`src/rtl/btn_pkg.sv`:
```
// Shared constants and types for the push-button conditioner.
package btn_pkg;

  // Basys3 button positions within the btn_* vectors
  localparam int BTN_C = 0;
  localparam int BTN_U = 1;
  localparam int BTN_L = 2;
  localparam int BTN_R = 3;
  localparam int BTN_D = 4;

  localparam int DEB_CNT_BITS       = 20;
  localparam int DEB_STABLE_SAMPLES = 4;

  typedef enum logic [0:0] {
    DEB_STABLE    = 1'b0,
    DEB_CANDIDATE = 1'b1
  } deb_state_t;

endpackage

```
`src/rtl/btn_debounce_cell.sv`:
```
// One button channel: 2-FF synchroniser, tick-sampled qualification FSM,
// debounced level and registered press/release pulses.
module debounce_cell import btn_pkg::*; #(
  parameter int STABLE_SAMPLES = DEB_STABLE_SAMPLES,
  parameter int CW             = $clog2(STABLE_SAMPLES + 1)
) (
  input  logic clk,
  input  logic rst,
  input  logic tick_i,
  input  logic raw_i,
  output logic level_o,
  output logic press_o,
  output logic release_o
);

  logic          sync1_q, sync2_q;
  deb_state_t    state_q, state_d;
  logic [CW-1:0] cnt_q, cnt_d, cnt_inc;
  logic          level_q, level_d;
  logic          press_q, press_d;
  logic          release_q, release_d;
  logic          accept;

  always_ff @(posedge clk or posedge rst) begin
    if (rst) begin
      sync1_q <= 1'b0;
      sync2_q <= 1'b0;
    end else begin
      sync1_q <= raw_i;
      sync2_q <= sync1_q;
    end
  end

  // cnt never exceeds STABLE_SAMPLES-1, so the increment always fits in CW bits
  assign cnt_inc = cnt_q + CW'(1);

  always_comb begin
    state_d = state_q;
    cnt_d   = cnt_q;
    accept  = 1'b0;
    if (tick_i) begin
      case (state_q)
        DEB_STABLE: begin
          if (sync2_q != level_q) begin
            if (STABLE_SAMPLES == 1) begin
              accept = 1'b1;
            end else begin
              state_d = DEB_CANDIDATE;
              cnt_d   = CW'(1);
            end
          end else begin
            cnt_d = '0;
          end
        end
        DEB_CANDIDATE: begin
          if (sync2_q != level_q) begin
            if (cnt_inc == CW'(STABLE_SAMPLES)) accept = 1'b1;
            else                                 cnt_d  = cnt_inc;
          end else begin
            // bounced back before qualifying: drop the candidate silently
            state_d = DEB_STABLE;
            cnt_d   = '0;
          end
        end
        default: begin
          state_d = DEB_STABLE;
          cnt_d   = '0;
        end
      endcase
      if (accept) begin
        state_d = DEB_STABLE;
        cnt_d   = '0;
      end
    end
  end

  always_comb begin
    level_d   = level_q;
    press_d   = 1'b0;
    release_d = 1'b0;
    if (accept) begin
      level_d   = ~level_q;
      press_d   = ~level_q;
      release_d = level_q;
    end
  end

  always_ff @(posedge clk or posedge rst) begin
    if (rst) begin
      state_q   <= DEB_STABLE;
      cnt_q     <= '0;
      level_q   <= 1'b0;
      press_q   <= 1'b0;
      release_q <= 1'b0;
    end else begin
      state_q   <= state_d;
      cnt_q     <= cnt_d;
      level_q   <= level_d;
      press_q   <= press_d;
      release_q <= release_d;
    end
  end

  assign level_o   = level_q;
  assign press_o   = press_q;
  assign release_o = release_q;

endmodule

```
`src/rtl/btn_debounce.sv`:
```
// Multi-channel button conditioner: derives the sample tick from the MSB
// wrap of the shared refresh counter and fans it out to per-channel cells.
module btn_debounce import btn_pkg::*; #(
  parameter int N_BTN          = 5,
  parameter int CNT_BITS       = DEB_CNT_BITS,
  parameter int STABLE_SAMPLES = DEB_STABLE_SAMPLES   // legal range 1..15
) (
  input  logic                clk,
  input  logic                rst,
  input  logic [CNT_BITS-1:0] cnt_q,
  input  logic [N_BTN-1:0]    btn_raw,
  output logic [N_BTN-1:0]    btn_level,
  output logic [N_BTN-1:0]    btn_press,
  output logic [N_BTN-1:0]    btn_release
);

  logic msb_d;
  logic tick;
  logic cnt_unused;

  always_ff @(posedge clk or posedge rst) begin
    if (rst) msb_d <= 1'b0;
    else     msb_d <= cnt_q[CNT_BITS-1];
  end

  // falling MSB marks a full counter wrap; msb_d resets low so no tick right after reset
  assign tick       = msb_d & ~cnt_q[CNT_BITS-1];
  assign cnt_unused = ^cnt_q;

  for (genvar g = 0; g < N_BTN; g++) begin : g_ch
    debounce_cell #(
      .STABLE_SAMPLES(STABLE_SAMPLES)
    ) u_cell (
      .clk      (clk),
      .rst      (rst),
      .tick_i   (tick),
      .raw_i    (btn_raw[g]),
      .level_o  (btn_level[g]),
      .press_o  (btn_press[g]),
      .release_o(btn_release[g])
    );
  end

endmodule
```
`config.mk`:
```
export PLATFORM = sky130hd
export DESIGN_NAME = btn_debounce
export DESIGN_NICKNAME = d
export VERILOG_FILES = /design/src/rtl/btn_pkg.sv /design/src/rtl/btn_debounce_cell.sv /design/src/rtl/btn_debounce.sv
export SDC_FILE = /design/constraint.sdc
export NUM_CORES = 1
export LEC_CHECK = 0
export ABC_AREA = 1
export CAP_MARGIN = 20
export CORE_MARGIN = 3
export CORE_UTILIZATION = 51
export DETAILED_ROUTE_END_ITERATION = 8
export GPL_ROUTABILITY_DRIVEN = 0
export PLACE_DENSITY = 0.86
export SLEW_MARGIN = 20
export SYNTH_ARGS = -nofsm -noshare
export SYNTH_HDL_FRONTEND = slang
export SYNTH_SLANG_ARGS = --single-unit
```
`constraint.sdc`:
```
create_clock -name clk -period 1.8 [get_ports clk]
set_input_delay 0.36 -clock clk [delete_from_list [all_inputs] [get_ports clk]]
set_output_delay 0.36 -clock clk [all_outputs]
set_load 0.03 [all_outputs]
```
==> flow_summary.toml, run 1 <==
[status]
status = "finished, final reports clean"

[setup_path]
r2r-end = "g_ch[1].u_cell.cnt_q[0]$_DFFE_PP0P_"
r2r_cells = 7
rrSetupSlack_ns = 0.45
critPathMaxFanout = 4
crit_type = "register to output pin"
startpoint_type = "register"
arrival_ns = 1.39
crit_buf_inv = 1
reg2reg_from = "g_ch[1].u_cell.cnt_q[0]$_DFFE_PP0P_"
cp_slowest_cell = "clkdlybuf4s50_1"
worst_path_largest_cell_delay_ns = 0.69
end_kind = "output pin"
worst_path_dominant_cell_family = "buffers and inverters"
cp_cell_sequence = "clkdlybuf4s50_1"
cp.required_ns = 1.44

[floorplanning]
start_util_pct = 53.90
dieArea_um2 = 5110
num_io_pins = 42
die_width_um = 71.49
rows = 23
die_h_um = 71.49
design.core.area_um2 = 4058

[synth]
synth.distinct_cells = 15
syn_inst = 248
postSynthAreaPerCell_um2 = 8.819
ys_seq_elements = 46
synth_area_um2 = 2187
synth_nets = 285
synth_area_leaders = "dfrtp_1 (53%), nand2_1 (15%), ha_1 (5.7%)"
yosys.area.top_type = "dfrtp_1"
netlist.area_leader.share_pct = 52.63
synth_warnings = 0
synth-seq-area-share_pct = 52.63

[clock_tree]
clk_path_buf_depth = 2
worst_skew_pair.late_latency_ns = 0.30
ctsRootBufferMaster = "clkbuf_8"
cts_made_buffers = 5
h-tree-depth = 2
clk_pin_slew_ns = 0.08
cts_tree = "done"
cts.sinks = 46

[timing]
max_freq_mhz = 572.2
relSlewSlack_pct = 77.40
fin_crit_ns = 1.748
hold_viol_final = 0
skew_ns = 0.005577
max_slew.worst_pin.slew_ns = 0.3379
slew_violations = 0
setup_viol = 0
fin_setup_tns_ns = 0
period_share_pct = 97.09
setup_ws_ns = 0.05238
rsz0062_at_grt = "no"

[cells_and_area]
layout-drive-gt1-share_pct = 11.83
final_core_util_pct = 60.78
area_delta_synth_final_pct = 12.76
most-common-layout-cells = "nand2_1 (90), dfrtp_1 (46), inv_1 (22)"
antennaDiodeCount = 0
fin_nets = 298
final_area_um2 = 2466
layout_commonest_cell = "nand2_1"

[global_routing]
gr-usage-all-layers_pct = 15.03
grt-ovfl-total = 0
grt_pass1_wl_um = 5996
grt_start_max_net_pins = 47
grt_pass1_vias = 1422
antenna_found_initial = 0

[drt]
vias_per_cell = 4.696
drt-initial-drc-count = 71
detail_route.first_pass.iterations = 4
antenna_left = 0
wl_um = 3193
drc = 0
vias = 1465
wl_per_cell_um = 10.23

[placed_design]
dpl-instance-area_um2 = 2367
port_buffers = 22
dpl.hpwl_um = 2191
dpl_worst_slack_ns = 0.2077

[pwr]
ir_drop_v = 0.0006341
leakagePower_nw = 1.343
powerDensity_nw_per_um2 = 787.9

[run]
max-cap-violations = 0

[min_path]
hold_path_end = "g_ch[0].u_cell.sync2_q$_DFF_PP0_"
holdCritPathClass = "register to register"
whs_path_depth = 0
min_from = "g_ch[0].u_cell.sync1_q$_DFF_PP0_"
[registers in the layout, summed over array words and instances, names as in the netlist]
register,count
g_ch.u_cell.cnt_q,15
g_ch.u_cell.level_o,5
g_ch.u_cell.press_o,5
g_ch.u_cell.release_o,5
g_ch.u_cell.state_q,5
g_ch.u_cell.sync1_q,5
g_ch.u_cell.sync2_q,5
msb_d,1
[power breakdown]
part	switching [mW]	internal (mW)
clock network	0.325	0.310
registers	0.0477	1.09
logic	0.105	0.0699
total	0.478	1.47
[kinds of logic (layout without fill, tap and decap cells)]
logic type	Yosys count	after routing	share of synthesized area [%]
AO/OA/AOI/OAI	5	5	1.716
adder cells (fa/ha/maj)	10	10	5.721
buffers and inverters	46	60	10.87
flip-flops	46	46	52.63
AND/OR/NAND/NOR	141	141	29.06
[per-stage QoR]
step	hold WS, ns	instances	power (mW)
6_report	0.3506	312	1.943
3_3_place_gp	0.3337	304	1.322
5_1_grt	0.3634	312	2.040
3_5_place_dp	0.3347	304	1.332
4_1_cts	0.3524	312	1.967
2_1_floorplan	0.3312	248	1.275
[per-layer routing]
layer | GRT usage, % | vias to the layer above | part of all wire (%)
met5 | 0 | - | 0
met4 | 6.889 | 0 | 2.3
met3 | 4.348 | 7 | 5.7
met2 | 23.88 | 32 | 44
met1 | 19.03 | 658 | 48
li1 | - | 768 | -
[worst max-delay path by stage]
stage	startpoint	cells after the start	endpoint
2_1_floorplan	rst	1	g_ch[0].u_cell.cnt_q[0]$_DFFE_PP0P_
3_3_place_gp	cnt_q[19]	6	g_ch[3].u_cell.cnt_q[2]$_DFFE_PP0P_
3_5_place_dp	cnt_q[19]	6	g_ch[3].u_cell.cnt_q[2]$_DFFE_PP0P_
4_1_cts	g_ch[1].u_cell.level_o$_DFFE_PP0N_	1	btn_level[1]
5_1_grt	g_ch[4].u_cell.level_o$_DFFE_PP0N_	1	btn_level[4]
6_report	g_ch[2].u_cell.level_o$_DFFE_PP0N_	1	btn_level[2]
[timing repair]
action                     4_1_cts  5_1_grt
setup endpoints to repair        0        3
hold endpoints to repair         0        0
gates resized for setup          0        3
buffers inserted                 0        0
hold buffers                     0        0
[final cells by class]
class	instances	area, um^2
Inverter	28	107.6
Tap cell	50	62.56
Clock inverter	1	5.005
Fill cell	330	1592
Clock buffer	7	86.33
Multi-Input combinational cell	156	798.3
Sequential cell	46	1151
Timing Repair Buffer	24	255.2
[cells in the mapped netlist]
cell      number
nand2_1       90
dfrtp_1       46
inv_1         23
buf_4         16
nand3_1       15
nor2_1        15
ha_1          10
nor2_4         7
nand2_2        5
nand4_1        5
o211ai_1       5
inv_2          4
nor2_2         4
buf_2          2
inv_4          1
(Power assumes the default switching activity.)
==> run 2: changes to the inputs <==
--- a/config.mk
+++ b/config.mk
@@ -12,7 +12,9 @@
 export DETAILED_ROUTE_END_ITERATION = 8
 export GPL_ROUTABILITY_DRIVEN = 0
 export PLACE_DENSITY = 0.86
+export RECOVER_POWER = 25
 export SLEW_MARGIN = 20
 export SYNTH_ARGS = -nofsm -noshare
 export SYNTH_HDL_FRONTEND = slang
 export SYNTH_SLANG_ARGS = --single-unit
+export TNS_END_PERCENT = 10
==> run 2 against run 1 <==
  * Worst hold slack unchanged
  * Clock skew about the same
  * Sequential power about the same
  * Sequential share of layout area up 0.29 points
  * Clock power about the same
  * Die area unchanged
  * Flip-flop and latch count unchanged
  * Critical path depth unchanged
  * Critical path type unchanged
  * Critical endpoint unchanged
==> flow_summary.toml, run 2 (synthesis gave the netlist of run 1 again) <==
[status]
status = "finished, final reports clean"

[timing]
fin_setup_tns_ns = 0
slew_violations = 0
rsz0062_at_grt = "no"
max_freq_mhz = 572.2
skew_ns = 0.005577
relSlewSlack_pct = 28.47
setup_ws_ns = 0.05244
fin_crit_ns = 1.748
whs_ns = 0.3506
hold_viol_final = 0
max_slew.worst_pin.slew_ns = 1.073
setup_viol = 0
period_share_pct = 97.09

[min_path]
whs_path_depth = 0
holdCritPathClass = "register to register"
hold_path_end = "g_ch[0].u_cell.sync2_q$_DFF_PP0_"
min_from = "g_ch[0].u_cell.sync1_q$_DFF_PP0_"

[setup_path]
critPathMaxFanout = 4
crit_buf_inv = 1
worst_path_dominant_cell_family = "buffers and inverters"
end_kind = "output pin"
startpoint = "g_ch[2].u_cell.level_o$_DFFE_PP0N_"
reg2reg_from = "g_ch[1].u_cell.cnt_q[0]$_DFFE_PP0P_"
arrival_ns = 1.39
crit_type = "register to output pin"
r2r_cells = 7
r2r-end = "g_ch[1].u_cell.cnt_q[0]$_DFFE_PP0P_"
cp_cell_sequence = "clkdlybuf4s50_1"
rrSetupSlack_ns = 0.45
cp_slowest_cell = "clkdlybuf4s50_1"
worst_path_largest_cell_delay_ns = 0.69
startpoint_type = "register"
cp.required_ns = 1.44

[global_routing]
grt_pass1_vias = 1422
antenna_found_initial = 0
grt_pass1_wl_um = 5996
grt_start_max_net_pins = 47
grt-ovfl-total = 0
gr-usage-all-layers_pct = 15.03

[pwr]
combPwrFrac_pct = 8.6
ir_drop_v = 0.0006341
powerDensity_nw_per_um2 = 789.6
switchingPower_mw = 0.4770
pwr-share-clk_pct = 32.8
totalPowerFinal_mw = 1.935
leakagePower_nw = 1.337
intPower_mw = 1.458
seqPwrFrac_pct = 58.6
swShare_pct = 24.65

[drt]
met2_length_um = 1393
wl_per_cell_um = 10.24
drc = 0
m1WireLength_um = 1548
top_layer_used = "met4"
drt-initial-drc-count = 71
wl_um = 3194
detail_route.first_pass.iterations = 4
vias = 1466
wl_met3_um = 180
antenna_left = 0
vias_per_cell = 4.699

[floorplanning]
rows = 23
dieArea_um2 = 5110
design.core.area_um2 = 4058
num_io_pins = 42
start_util_pct = 53.90
die_width_um = 71.49
die_h_um = 71.49

[clock_tree]
clk_path_buf_depth = 2
h-tree-depth = 2
cts_tree = "done"
clk_pin_slew_ns = 0.08
worst_skew_pair.late_latency_ns = 0.30
cts_made_buffers = 5
holdBufCountCts = 0
cts.sinks = 46
ctsRootBufferMaster = "clkbuf_8"

[placed_design]
dpl-instance-area_um2 = 2367
dpl_worst_slack_ns = 0.2077
dpl.hpwl_um = 2191
port_buffers = 22

[cells_and_area]
fin_nets = 298
final_area_um2 = 2451
largest_reg_flops = 15
most-common-layout-cells = "nand2_1 (90), dfrtp_1 (46), inv_1 (22)"
layout-drive-gt1-share_pct = 11.45
top_register = "g_ch.u_cell.cnt_q"
antennaDiodeCount = 0
area_delta_synth_final_pct = 12.07
layout_commonest_cell = "nand2_1"

[run]
max-cap-violations = 0
run 2: what timing repair did:
action / 4_1_cts / 5_1_grt
resized for setup: 0 / 3
setup endpoints to repair: 0 / 3
hold endpoints to repair: 0 / 0
setup buffers: 0 / 0
run 2: power groups by stage:
stage	sequential, mW	combinational, mW	clock, mW
2_1_floorplan	1.14	0.134	0
3_3_place_gp	1.15	0.172	0
3_5_place_dp	1.15	0.178	0
4_1_cts	1.13	0.179	0.654
5_1_grt	1.14	0.199	0.689
6_report	1.13	0.167	0.635
run 2: area by class of cell:
cell class	instances	area (um^2)
fillers	332	1607
flip-flops and latches	46	1151
multi-input cells	156	798.3
repair buffers	24	240.2
inverters	28	107.6
clock buffers	7	86.33
well taps	50	62.56
clock inverters	1	5.005
run 2: worst max path at each step:
stage,end,slack (ns),cells after the start
2_1_floorplan,g_ch[0].u_cell.cnt_q[0]$_DFFE_PP0P_,0.35,1
3_3_place_gp,g_ch[3].u_cell.cnt_q[2]$_DFFE_PP0P_,0.23,6
3_5_place_dp,g_ch[3].u_cell.cnt_q[2]$_DFFE_PP0P_,0.21,6
4_1_cts,btn_level[1],0.03,1
5_1_grt,btn_level[4],0.0009,1
6_report,btn_level[2],0.05,1
run 2: metrics by stage:
stage               util (%)  std cells
floorplan                  -        248
global placement       58.34        304
detailed placement     58.34        304
CTS                    60.59        312
global route           60.41        312
finish                 60.41        312
run 2: layer usage:
metal  global-route usage, %  vias to the layer above
li1                        -                      768
met1                   19.03                      659
met2                   23.88                       32
met3                   4.348                        7
met4                   6.889                        0
met5                       0                        -
==> run 3: changes to the inputs <==
--- a/config.mk
+++ b/config.mk
@@ -7,11 +7,13 @@
 export LEC_CHECK = 0
 export ABC_AREA = 1
 export CAP_MARGIN = 20
+export CORE_ASPECT_RATIO = 1.2
 export CORE_MARGIN = 3
-export CORE_UTILIZATION = 51
+export CORE_UTILIZATION = 50
+export CTS_CLUSTER_SIZE = 24
 export DETAILED_ROUTE_END_ITERATION = 8
 export GPL_ROUTABILITY_DRIVEN = 0
-export PLACE_DENSITY = 0.86
+export PLACE_DENSITY = 0.84
 export RECOVER_POWER = 25
 export SLEW_MARGIN = 20
 export SYNTH_ARGS = -nofsm -noshare
==> run 3 against run 2 <==
  * Clock skew increased by 0.0051 ns
  * Critical endpoint is now btn_level[0]
  * Critical path depth unchanged
  * Flip-flop and latch count unchanged
  * Clock-buffer cell count decreased by 2
  * Combinational power increased by 5%
  * Highest routed layer unchanged
  * Critical path type unchanged
  * Register-to-register slack got worse by 0.05 ns
  * Sequential share of layout area decreased by 0.17 points
  * Final cell count increased by 1.6%
  * Global-route usage increased by 0.41 points
  * Die area increased by 1.9%
==> flow_summary.toml, run 3 (synthesis gave the netlist of run 1 again) <==
[status]
status = "finished, final reports clean"

[drt]
vias_per_cell = 4.760
drt-initial-drc-count = 72
wl_per_cell_um = 10.75
detail_route.first_pass.iterations = 4
wl_um = 3407
vias = 1509
antenna_left = 0
drc = 0

[setup_path]
end_kind = "output pin"
crit_buf_inv = 1
cp_slowest_cell = "clkdlybuf4s50_1"
cp.required_ns = 1.44
critPathMaxFanout = 4
arrival_ns = 1.40
worst_path_largest_cell_delay_ns = 0.69
crit_type = "register to output pin"
cp_cell_sequence = "clkdlybuf4s50_1"
startpoint_type = "register"
worst_path_dominant_cell_family = "buffers and inverters"

[placed_design]
port_buffers = 22
dpl-instance-area_um2 = 2380
dpl.hpwl_um = 2432

[timing]
skew_ns = 0.01068
fin_setup_tns_ns = 0
slew_violations = 0
setup_viol = 0
period_share_pct = 97.53
max_slew.worst_pin.slew_ns = 1.071
relSlewSlack_pct = 28.62
fin_crit_ns = 1.756
hold_viol_final = 0
max_freq_mhz = 569.6
rsz0062_at_grt = "no"

[cells_and_area]
most-common-layout-cells = "nand2_1 (90), dfrtp_1 (46), inv_1 (22)"
multi_input_area_um2 = 798.3
final-seq-area_um2 = 1151
largest_reg_flops = 15
final_area_um2 = 2460
area_delta_synth_final_pct = 12.47
antennaDiodeCount = 0
top_register = "g_ch.u_cell.cnt_q"
layout_commonest_cell = "nand2_1"
fin_nets = 299
fillers = 346
layout-drive-gt1-share_pct = 12.17

[pwr]
intPower_mw = 1.424
pwr-share-clk_pct = 32.2
seqPwrFrac_pct = 58.7
switchingPower_mw = 0.5061
powerDensity_nw_per_um2 = 784.8
ir_drop_v = 0.0006341
swShare_pct = 26.21
leakagePower_nw = 1.318
combPwrFrac_pct = 9.1

[global_routing]
gr-usage-all-layers_pct = 15.45
grt_start_max_net_pins = 47
antenna_found_initial = 0
grt-ovfl-total = 0
grt_pass1_wl_um = 6265
grt_pass1_vias = 1541

[floorplanning]
dieArea_um2 = 5207
design.core.area_um2 = 4066
die_h_um = 78.45
rows = 25
num_io_pins = 42
die_width_um = 66.38
start_util_pct = 53.78

[clock_tree]
cts_made_buffers = 5
clk_path_buf_depth = 2
holdBufCountCts = 0
cts_tree = "done"
cts.sinks = 46
ctsRootBufferMaster = "clkbuf_8"
worst_skew_pair.late_latency_ns = 0.30
h-tree-depth = 2
clk_pin_slew_ns = 0.09

[min_path]
holdCritPathClass = "register to register"

[run]
max-cap-violations = 0
## run 3: layer usage
metal  vias to the layer above  global-route usage (%)  share of wire [%]
li1                        776                       -                  -
met1                       708                   17.24                 44
met2                        21                   27.81                 51
met3                         4                   2.718                3.6
met4                         0                   7.114                1.6
met5                         -                       0                  0
## run 3: cell type report
| class | instances | area share, % |
|---|---|---|
| multi-input cells | 156 | 32.45 |
| clock inverters | 3 | 0.8647 |
| repair buffers | 25 | 9.969 |
| inverters | 28 | 4.374 |
| well taps | 54 | 2.747 |
| clock buffers | 5 | 2.798 |
| flip-flops and latches | 46 | 46.80 |
## run 3: final timing paths
kind                                                startpoint                                  end  slack, ns  cells past startpoint
hold reg to reg               g_ch[1].u_cell.sync1_q$_DFF_PP0_     g_ch[1].u_cell.sync2_q$_DFF_PP0_       0.36                      0
setup reg to reg           g_ch[4].u_cell.cnt_q[0]$_DFFE_PP0P_  g_ch[4].u_cell.cnt_q[0]$_DFFE_PP0P_       0.40                      7
hold / removal                g_ch[1].u_cell.sync1_q$_DFF_PP0_     g_ch[1].u_cell.sync2_q$_DFF_PP0_       0.36                      0
max in group asynchronous                                  rst  g_ch[4].u_cell.cnt_q[1]$_DFFE_PP0P_       0.30                      3
setup / recovery            g_ch[0].u_cell.level_o$_DFFE_PP0N_                         btn_level[0]       0.04                      1
min in group asynchronous                                  rst     g_ch[0].u_cell.press_o$_DFF_PP0_       0.82                      3
## run 3: through the flow
stage | util [%] | hold slack (ns) | cells | power (mW) | setup slack (ns)
floorplan | - | 0.3312 | 248 | 1.275 | 0.3522
global placement | 58.52 | 0.3312 | 309 | 1.323 | 0.2352
detailed placement | 58.52 | 0.3381 | 309 | 1.338 | 0.1959
CTS | 60.74 | 0.3669 | 317 | 1.960 | 0.03393
global route | 60.49 | 0.3844 | 317 | 2.041 | 0.005530
finish | 60.49 | 0.3618 | 317 | 1.931 | 0.04449
## run 3: power groups by stage
stage | Clock, mW | Sequential (mW) | Combinational [mW]
floorplan | 0 | 1.14 | 0.134
global placement | 0 | 1.15 | 0.173
detailed placement | 0 | 1.15 | 0.186
CTS | 0.640 | 1.13 | 0.187
global route | 0.693 | 1.14 | 0.206
finish | 0.622 | 1.13 | 0.175
## run 3: what timing repair did
item / 4_1_cts / 5_1_grt
gates resized for setup: 0 / 2
setup endpoints to repair: 0 / 2
buffers inserted: 0 / 0
## run 3: worst register-to-register path, delay by kind of cell, from the launching register on
kind / cells / cell delay [ns]
simple gates: 6 / 0.63
fa+ha+maj: 1 / 0.24
flops: 1 / 0.43
